===== src/rtl/sobel_edge_filter.sv =====
`timescale 1ns/1ps
// -----------------------------------------------------------------------------
// sobel_edge_filter
//
// Sobel gradient stage fed by the 3x3 grayscale neighbourhood of the matrix
// converter. For every tagged matrix it computes |Gx|+|Gy|, saturates the sum
// to the pixel width and flags an edge against a runtime threshold. The result
// leaves through three registered stages with a throughput of one per cycle.
//
// Ports
//   I_CLK                 clock, rising edge
//   I_RESET               asynchronous active-low reset
//   I_ENABLE              advance all stages (bubbles included) when high
//   I_PIXEL_COLUMN/ROW    tag of the incoming matrix
//   I_PIXEL_MATRIX        {tl,t,tr,ml,mr,bl,b,br}, tl in the MSBs
//   I_PIXEL_MATRIX_READY  incoming matrix is valid
//   I_THRESHOLD           edge threshold, sampled by the last stage
//   O_PIXEL_COLUMN/ROW    tag of O_PIXEL
//   O_PIXEL               saturated gradient magnitude
//   O_EDGE                O_PIXEL >= threshold (0 whenever output invalid)
//   O_PIXEL_READY         outputs valid
// -----------------------------------------------------------------------------
module sobel_edge_filter #(
  parameter int P_FRAME_COLUMNS     = 640,
  parameter int P_FRAME_ROWS        = 480,
  parameter int P_SUBPIXEL_DEPTH    = 8,
  parameter int P_FRAME_COLUMN_BITS = $clog2(P_FRAME_COLUMNS),
  parameter int P_FRAME_ROW_BITS    = $clog2(P_FRAME_ROWS),
  parameter int P_MATRIX_BITS       = 8 * P_SUBPIXEL_DEPTH
) (
  input  logic                           I_CLK,
  input  logic                           I_RESET,
  input  logic                           I_ENABLE,
  input  logic [P_FRAME_COLUMN_BITS-1:0] I_PIXEL_COLUMN,
  input  logic [P_FRAME_ROW_BITS-1:0]    I_PIXEL_ROW,
  input  logic [P_MATRIX_BITS-1:0]       I_PIXEL_MATRIX,
  input  logic                           I_PIXEL_MATRIX_READY,
  input  logic [P_SUBPIXEL_DEPTH-1:0]    I_THRESHOLD,
  output logic [P_FRAME_COLUMN_BITS-1:0] O_PIXEL_COLUMN,
  output logic [P_FRAME_ROW_BITS-1:0]    O_PIXEL_ROW,
  output logic [P_SUBPIXEL_DEPTH-1:0]    O_PIXEL,
  output logic                           O_EDGE,
  output logic                           O_PIXEL_READY
);

  localparam int D  = P_SUBPIXEL_DEPTH;
  localparam int GW = D + 4;  // signed gradient width
  localparam int AW = D + 3;  // magnitude width, holds 4*(2^D-1)
  localparam logic [GW-1:0] SAT_MAX = GW'((1 << D) - 1);

  // Position of each neighbour inside I_PIXEL_MATRIX, in units of D bits.
  localparam int IDX_TL = 7;
  localparam int IDX_T  = 6;
  localparam int IDX_TR = 5;
  localparam int IDX_ML = 4;
  localparam int IDX_MR = 3;
  localparam int IDX_BL = 2;
  localparam int IDX_B  = 1;
  localparam int IDX_BR = 0;

  // Valid bit and position tag travel together through every stage.
  typedef struct packed {
    logic                           valid;
    logic [P_FRAME_COLUMN_BITS-1:0] col;
    logic [P_FRAME_ROW_BITS-1:0]    row;
  } tag_t;

  function automatic logic [AW-1:0] abs_trunc(input logic signed [GW-1:0] v);
    // |v| never exceeds 4*(2^D-1), so dropping the top bit loses nothing.
    return v[GW-1] ? AW'(-v) : AW'(v);
  endfunction

  // ---------------------------------------------------------------- S1 math
  logic signed [GW-1:0] px [8];
  logic signed [GW-1:0] gx_c;
  logic signed [GW-1:0] gy_c;

  always_comb begin
    for (int i = 0; i < 8; i++) begin
      px[i] = $signed({{4{1'b0}}, I_PIXEL_MATRIX[i*D +: D]});
    end
    gx_c = (px[IDX_TR] + (px[IDX_MR] <<< 1) + px[IDX_BR])
         - (px[IDX_TL] + (px[IDX_ML] <<< 1) + px[IDX_BL]);
    gy_c = (px[IDX_BL] + (px[IDX_B]  <<< 1) + px[IDX_BR])
         - (px[IDX_TL] + (px[IDX_T]  <<< 1) + px[IDX_TR]);
  end

  // ---------------------------------------------------------- stage registers
  tag_t                 s1_tag_q, s1_tag_d;
  logic signed [GW-1:0] s1_gx_q, s1_gx_d;
  logic signed [GW-1:0] s1_gy_q, s1_gy_d;

  tag_t                 s2_tag_q, s2_tag_d;
  logic [AW-1:0]        s2_abs_gx_q, s2_abs_gx_d;
  logic [AW-1:0]        s2_abs_gy_q, s2_abs_gy_d;

  tag_t                 s3_tag_q, s3_tag_d;
  logic [D-1:0]         s3_pix_q, s3_pix_d;
  logic                 s3_edge_q, s3_edge_d;

  // ---------------------------------------------------------------- S3 math
  logic [GW-1:0] sum_c;
  logic [D-1:0]  sat_pix_c;

  always_comb begin
    sum_c     = {1'b0, s2_abs_gx_q} + {1'b0, s2_abs_gy_q};
    sat_pix_c = (sum_c > SAT_MAX) ? {D{1'b1}} : sum_c[D-1:0];
  end

  // ------------------------------------------------------ next-state logic
  always_comb begin
    // NOTE: every _d starts as its _q (hold), so no path leaves a signal
    // unassigned and no latch is inferred.
    s1_tag_d    = s1_tag_q;
    s1_gx_d     = s1_gx_q;
    s1_gy_d     = s1_gy_q;
    s2_tag_d    = s2_tag_q;
    s2_abs_gx_d = s2_abs_gx_q;
    s2_abs_gy_d = s2_abs_gy_q;
    s3_tag_d    = s3_tag_q;
    s3_pix_d    = s3_pix_q;
    s3_edge_d   = s3_edge_q;

    if (I_ENABLE) begin
      s1_tag_d    = '{valid: I_PIXEL_MATRIX_READY, col: I_PIXEL_COLUMN, row: I_PIXEL_ROW};
      s1_gx_d     = gx_c;
      s1_gy_d     = gy_c;

      s2_tag_d    = s1_tag_q;
      s2_abs_gx_d = abs_trunc(s1_gx_q);
      s2_abs_gy_d = abs_trunc(s1_gy_q);

      s3_tag_d    = s2_tag_q;
      s3_pix_d    = sat_pix_c;
      // Gated by valid so a bubble never reports an edge.
      s3_edge_d   = s2_tag_q.valid && (sat_pix_c >= I_THRESHOLD);
    end
  end

  always_ff @(posedge I_CLK or negedge I_RESET) begin
    if (!I_RESET) begin
      // NOTE: all stage registers clear on reset, so outputs are zero at once
      // and in-flight data is discarded.
      s1_tag_q    <= '0;
      s1_gx_q     <= '0;
      s1_gy_q     <= '0;
      s2_tag_q    <= '0;
      s2_abs_gx_q <= '0;
      s2_abs_gy_q <= '0;
      s3_tag_q    <= '0;
      s3_pix_q    <= '0;
      s3_edge_q   <= '0;
    end else begin
      // NOTE: non-blocking updates so every stage reads the previous cycle's
      // value of the stage before it.
      s1_tag_q    <= s1_tag_d;
      s1_gx_q     <= s1_gx_d;
      s1_gy_q     <= s1_gy_d;
      s2_tag_q    <= s2_tag_d;
      s2_abs_gx_q <= s2_abs_gx_d;
      s2_abs_gy_q <= s2_abs_gy_d;
      s3_tag_q    <= s3_tag_d;
      s3_pix_q    <= s3_pix_d;
      s3_edge_q   <= s3_edge_d;
    end
  end

  assign O_PIXEL_COLUMN = s3_tag_q.col;
  assign O_PIXEL_ROW    = s3_tag_q.row;
  assign O_PIXEL        = s3_pix_q;
  assign O_EDGE         = s3_edge_q;
  assign O_PIXEL_READY  = s3_tag_q.valid;

endmodule


===== config.mk =====
export PLATFORM = sky130hd
export DESIGN_NAME = sobel_edge_filter
export DESIGN_NICKNAME = d
export VERILOG_FILES = /design/src/rtl/sobel_edge_filter.sv
export SDC_FILE = /design/constraint.sdc
export NUM_CORES = 1
export LEC_CHECK = 0
export ABC_AREA = 0
export BUFFER_PORTS_ARGS = -buffer_cell sky130_fd_sc_hd__buf_2
export CORE_MARGIN = 2
export CORE_UTILIZATION = 36
export CTS_CLUSTER_DIAMETER = 60
export DETAILED_ROUTE_END_ITERATION = 8
export GPL_TIMING_DRIVEN = 0
export SYNTH_ARGS = -nofsm -noshare
export SYNTH_HDL_FRONTEND = slang
export SYNTH_SLANG_ARGS = --single-unit

===== constraint.sdc =====
create_clock -name I_CLK -period 3.6 [get_ports I_CLK]
set_input_delay 0.72 -clock I_CLK [delete_from_list [all_inputs] [get_ports I_CLK]]
set_output_delay 0.72 -clock I_CLK [all_outputs]
set_load 0.005 [all_outputs]

==> summary.txt <==
Status
  • Outcome: finished, final reports clean

Yosys
  • Synth top area share: 37.1%
  • Cell area after synthesis: 7760 um^2
  • Top FF cell, synth: dfrtp_1
  • Synthesized Nets: ~920
  • Post-synth ARST share: 100%
  • Yosys reg bits: approximately 120
  • Post-synth EDFFs: 0
  • Cells after synthesis: 713
  • Largest cells by area after synthesis: dfrtp_1 37%, fa_1 16%, mux2_2 9.9%
  • Count leader, synth: dfrtp_1
  • Dominant cell type by area after synthesis: dfrtp_1
  • Commonest cells post-synth: 115 x dfrtp_1, 111 x inv_1, 68 x mux2_2, 63 x fa_1, 45 x ha_1
  • Register area share after synthesis: 37.1%
  • Count of yosys warnings during synthesis: 0
  • Unique cell type count in the Yosys netlist: between 50 and 60
  • Avg Cell Area, Syn: 10.9 um^2

Detailed routing
  • Via density: 4.84
  • Drt wl/cell: 14.6 um
  • Routed vias: 5581
  • Final ANT Viol Nets: 0
  • Initial DRC count: 263
  • Final Routed Wirelength: 16900 um
  • Drt pass-1 iters: 6
  • DRC viols: 0

Clock tree
  • TritonCTS clock tree: done
  • CTS Buffer Depth: 2
  • Hold-fix buffers, CTS: 0
  • CTS Buf Count: 17
  • Root Buffer: clkbuf_16
  • # clock sinks: 115
  • CTS clk-pin slew, worst paths: 0.06 ns
  • H-tree level count: 4
  • Clk_lat worst skew: 0.42 ns

Global route
  • GRT Util Overall: 15.9%
  • Met2 global-route usage: 26.3%
  • GR Util met1: 21.2%
  • Largest net degree at the start of global routing: 85
  • Vias in the first global route: 5686
  • Top Usage Layer GRT: met2
  • GRT overflow: 0
  • First-pass GRT wire length: 28200 um
  • Initial antenna violation count: 0
  • M3 GR Usage: between 3 and 4%

Worst setup path
  • Worst-path fanout max: 3
  • CP max stage delay: roughly 0.54 ns
  • Crit Path Class: in2reg
  • Crit path required time: 3.95 ns
  • Critical Path AT: 3.90 ns
  • Critical Path Sink Type: flip-flop
  • Critical path launch point type: primary input
  • Worst reg2reg path depth: 16
  • Worst-path cell chain: buf_8 > inv_4 > fa_1 > fa_1 > fa_1 > inv_2 > fa_2 > nor2b_2 > o21ai_2 > a21boi_2 > o211ai_1 > a2111o_1 > nand3_1
  • CP most frequent cell: fa_1
  • RR Endpoint: O_EDGE
  • Reg-to-Reg Start: s2_abs_gx_q[0]
  • R2R setup slack: 0.15 ns
  • Crit-path slowest cell: fa_1

Floorplanning
  • Initial Utilization: 36.8%
  • Die Ht: 151 um
  • # IOs: 124
  • Area of the core: 21100 um^2
  • Die footprint: about 23000 um^2
  • DIE WIDTH: about 150 um
  • Row cnt: 53

Hold path
  • Hold crit path type: in2async

STA
  • F_max: 0.282 GHz
  • Slew headroom: 48.0%
  • Period utilization: 98.6%
  • RSZ-0062 raised after global routing: yes
  • Final setup viols: 0
  • Worst-Margin Slew: 0.780 ns
  • Final Skew: between 0.01 and 0.015 ns
  • Final hold vios: 0
  • Slew Viols, Final: 0
  • Crit path time final: 3.55 ns
  • Hold WS: 0.176 ns

Pwr
  • Cell Pwr Density: 803 nW/um^2
  • Peak supply drop: about 0.44 mV
  • Static Leakage: 4.43 nW
  • Total power draw: 0.00762 W

Layout
  • Fin nets: 1068
  • Syn-to-layout area delta: 22.2%
  • Fillers: between 2000 and 2500
  • ANT cells: 0
  • Fraction of layout cells with a size suffix above 1: 31.3%

Placement
  • Number of port buffers: 122
  • DP Wirelength: 13000 um
  • GP Congestion: 0.786

Flow run
  • Max-cap violations: 0
==> timing repair <==
item	4_1_cts	5_1_grt
pin swaps	5	13
endpoints found under the setup margin	3	11
buffers inserted	3	7
gates resized for setup	3	25
==> power by group <==
group          switching, W  total (W)  internal [W]
Combinational       0.00223    0.00412       0.00189
Clock              0.000637    0.00152      0.000879
Sequential         0.000297    0.00199       0.00169
Total               0.00316    0.00762       0.00446
==> routing by layer <==
layer	vias up	routed length (um)	share of wire (%)
li1	2703	-	-
met1	2732	7750	46
met2	126	8230	49
met3	20	662	3.9
met4	0	238	1.4
met5	-	0	0
==> worst max-delay path: cells and delay by family <==
kind / cells / cell delay (ns)
compound gates: 4 / 0.88
fa+ha+maj: 4 / 1.94
buf+inv: 3 / 0.16
simple gates: 2 / 0.20
==> cells in the final DEF (no fill, tap or decap), drive strengths merged, types with 2 or more instances in the layout <==
master	synthesis	layout
o21a	4	4
nand3	20	20
clkbuf	12	29
a21oi	44	44
a31oi	2	2
or3	6	6
a31o	2	2
o21ai	23	23
xor2	22	22
o31ai	9	9
a21o	9	9
o211ai	6	6
and2	2	2
nor2b	7	7
or4	2	2
mux2	68	68
and3	3	3
nand2b	5	5
nand4	4	4
a2111o	2	2
nor2	34	34
clkinv	1	10
mux2i	4	4
nor3	7	7
clkinvlp	0	3
fa	63	63
nor3b	5	5
o32a	4	4
a41oi	2	2
nor4	2	2
ha	45	45
inv	111	114
o22ai	2	2
dfrtp	115	115
buf	9	142
a211oi	6	6
nand2	30	30
xnor2	9	9
a21boi	8	8
==> worst max path at each step <==
stage | from | slack, ns | to
after detailed placement | I_PIXEL_MATRIX[0] | -0.56 | s1_gy_q[9]
after global routing | I_PIXEL_MATRIX[0] | -0.1 | s1_gy_q[9]
after global placement | I_PIXEL_MATRIX[0] | -0.56 | s1_gy_q[9]
final | I_PIXEL_MATRIX[42] | 0.05 | s1_gy_q[9]
after CTS | I_PIXEL_MATRIX[0] | -0.05 | s1_gy_q[9]
after floorplan | I_PIXEL_MATRIX[18] | -0.15 | s1_gx_q[9]
==> per-stage QoR <==
stage / setup WS, ns / util (%) / area (um^2) / setup TNS [ns] / cells
2_1_floorplan: -0.152 / - / 7800 / -0.273 / 713
3_5_place_dp: -0.559 / 41.7 / 8790 / -4.53 / 1111
4_1_cts: -0.0460 / 44.4 / 9360 / -0.0460 / 1146
3_3_place_gp: -0.557 / 41.5 / 8750 / -4.33 / 1110
6_report: 0.0490 / 45.0 / 9490 / 0 / 1153
5_1_grt: -0.0993 / 45.0 / 9490 / -0.297 / 1153
==> flip-flops by register name (all words and copies together) (netlist names), 8 cells and up <==
name	flops
O_PIXEL	8
O_PIXEL_COLUMN	10
O_PIXEL_ROW	9
s1_gx_q	12
s1_gy_q	12
s1_tag_q	20
s2_abs_gx_q	11
s2_abs_gy_q	11
s2_tag_q	20
==> cell type report <==
| type | instances | area (um^2) | share of cell area [%] |
|---|---|---|---|
| multi-input cells | 465 | 4480 | 47.2 |
| flip-flops and latches | 115 | 2880 | 30.3 |
| repair buffers | 133 | 738 | 7.78 |
| clock buffers | 17 | 425 | 4.48 |
| inverters | 112 | 423 | 4.46 |
| well taps | 275 | 344 | 3.63 |
| clock inverters | 15 | 109 | 1.15 |
| plain buffers | 21 | 88.8 | 0.936 |
==> kinds of logic after synthesis <==
group           synth area share (%)
compound gates                  10.8
xor+xnor                        3.60
fa+ha+maj                       23.5
buf+inv                         6.56
flops                           37.1
mux                             10.4
simple gates                    8.11
No activity file was read; power rests on OpenSTA's default activity.
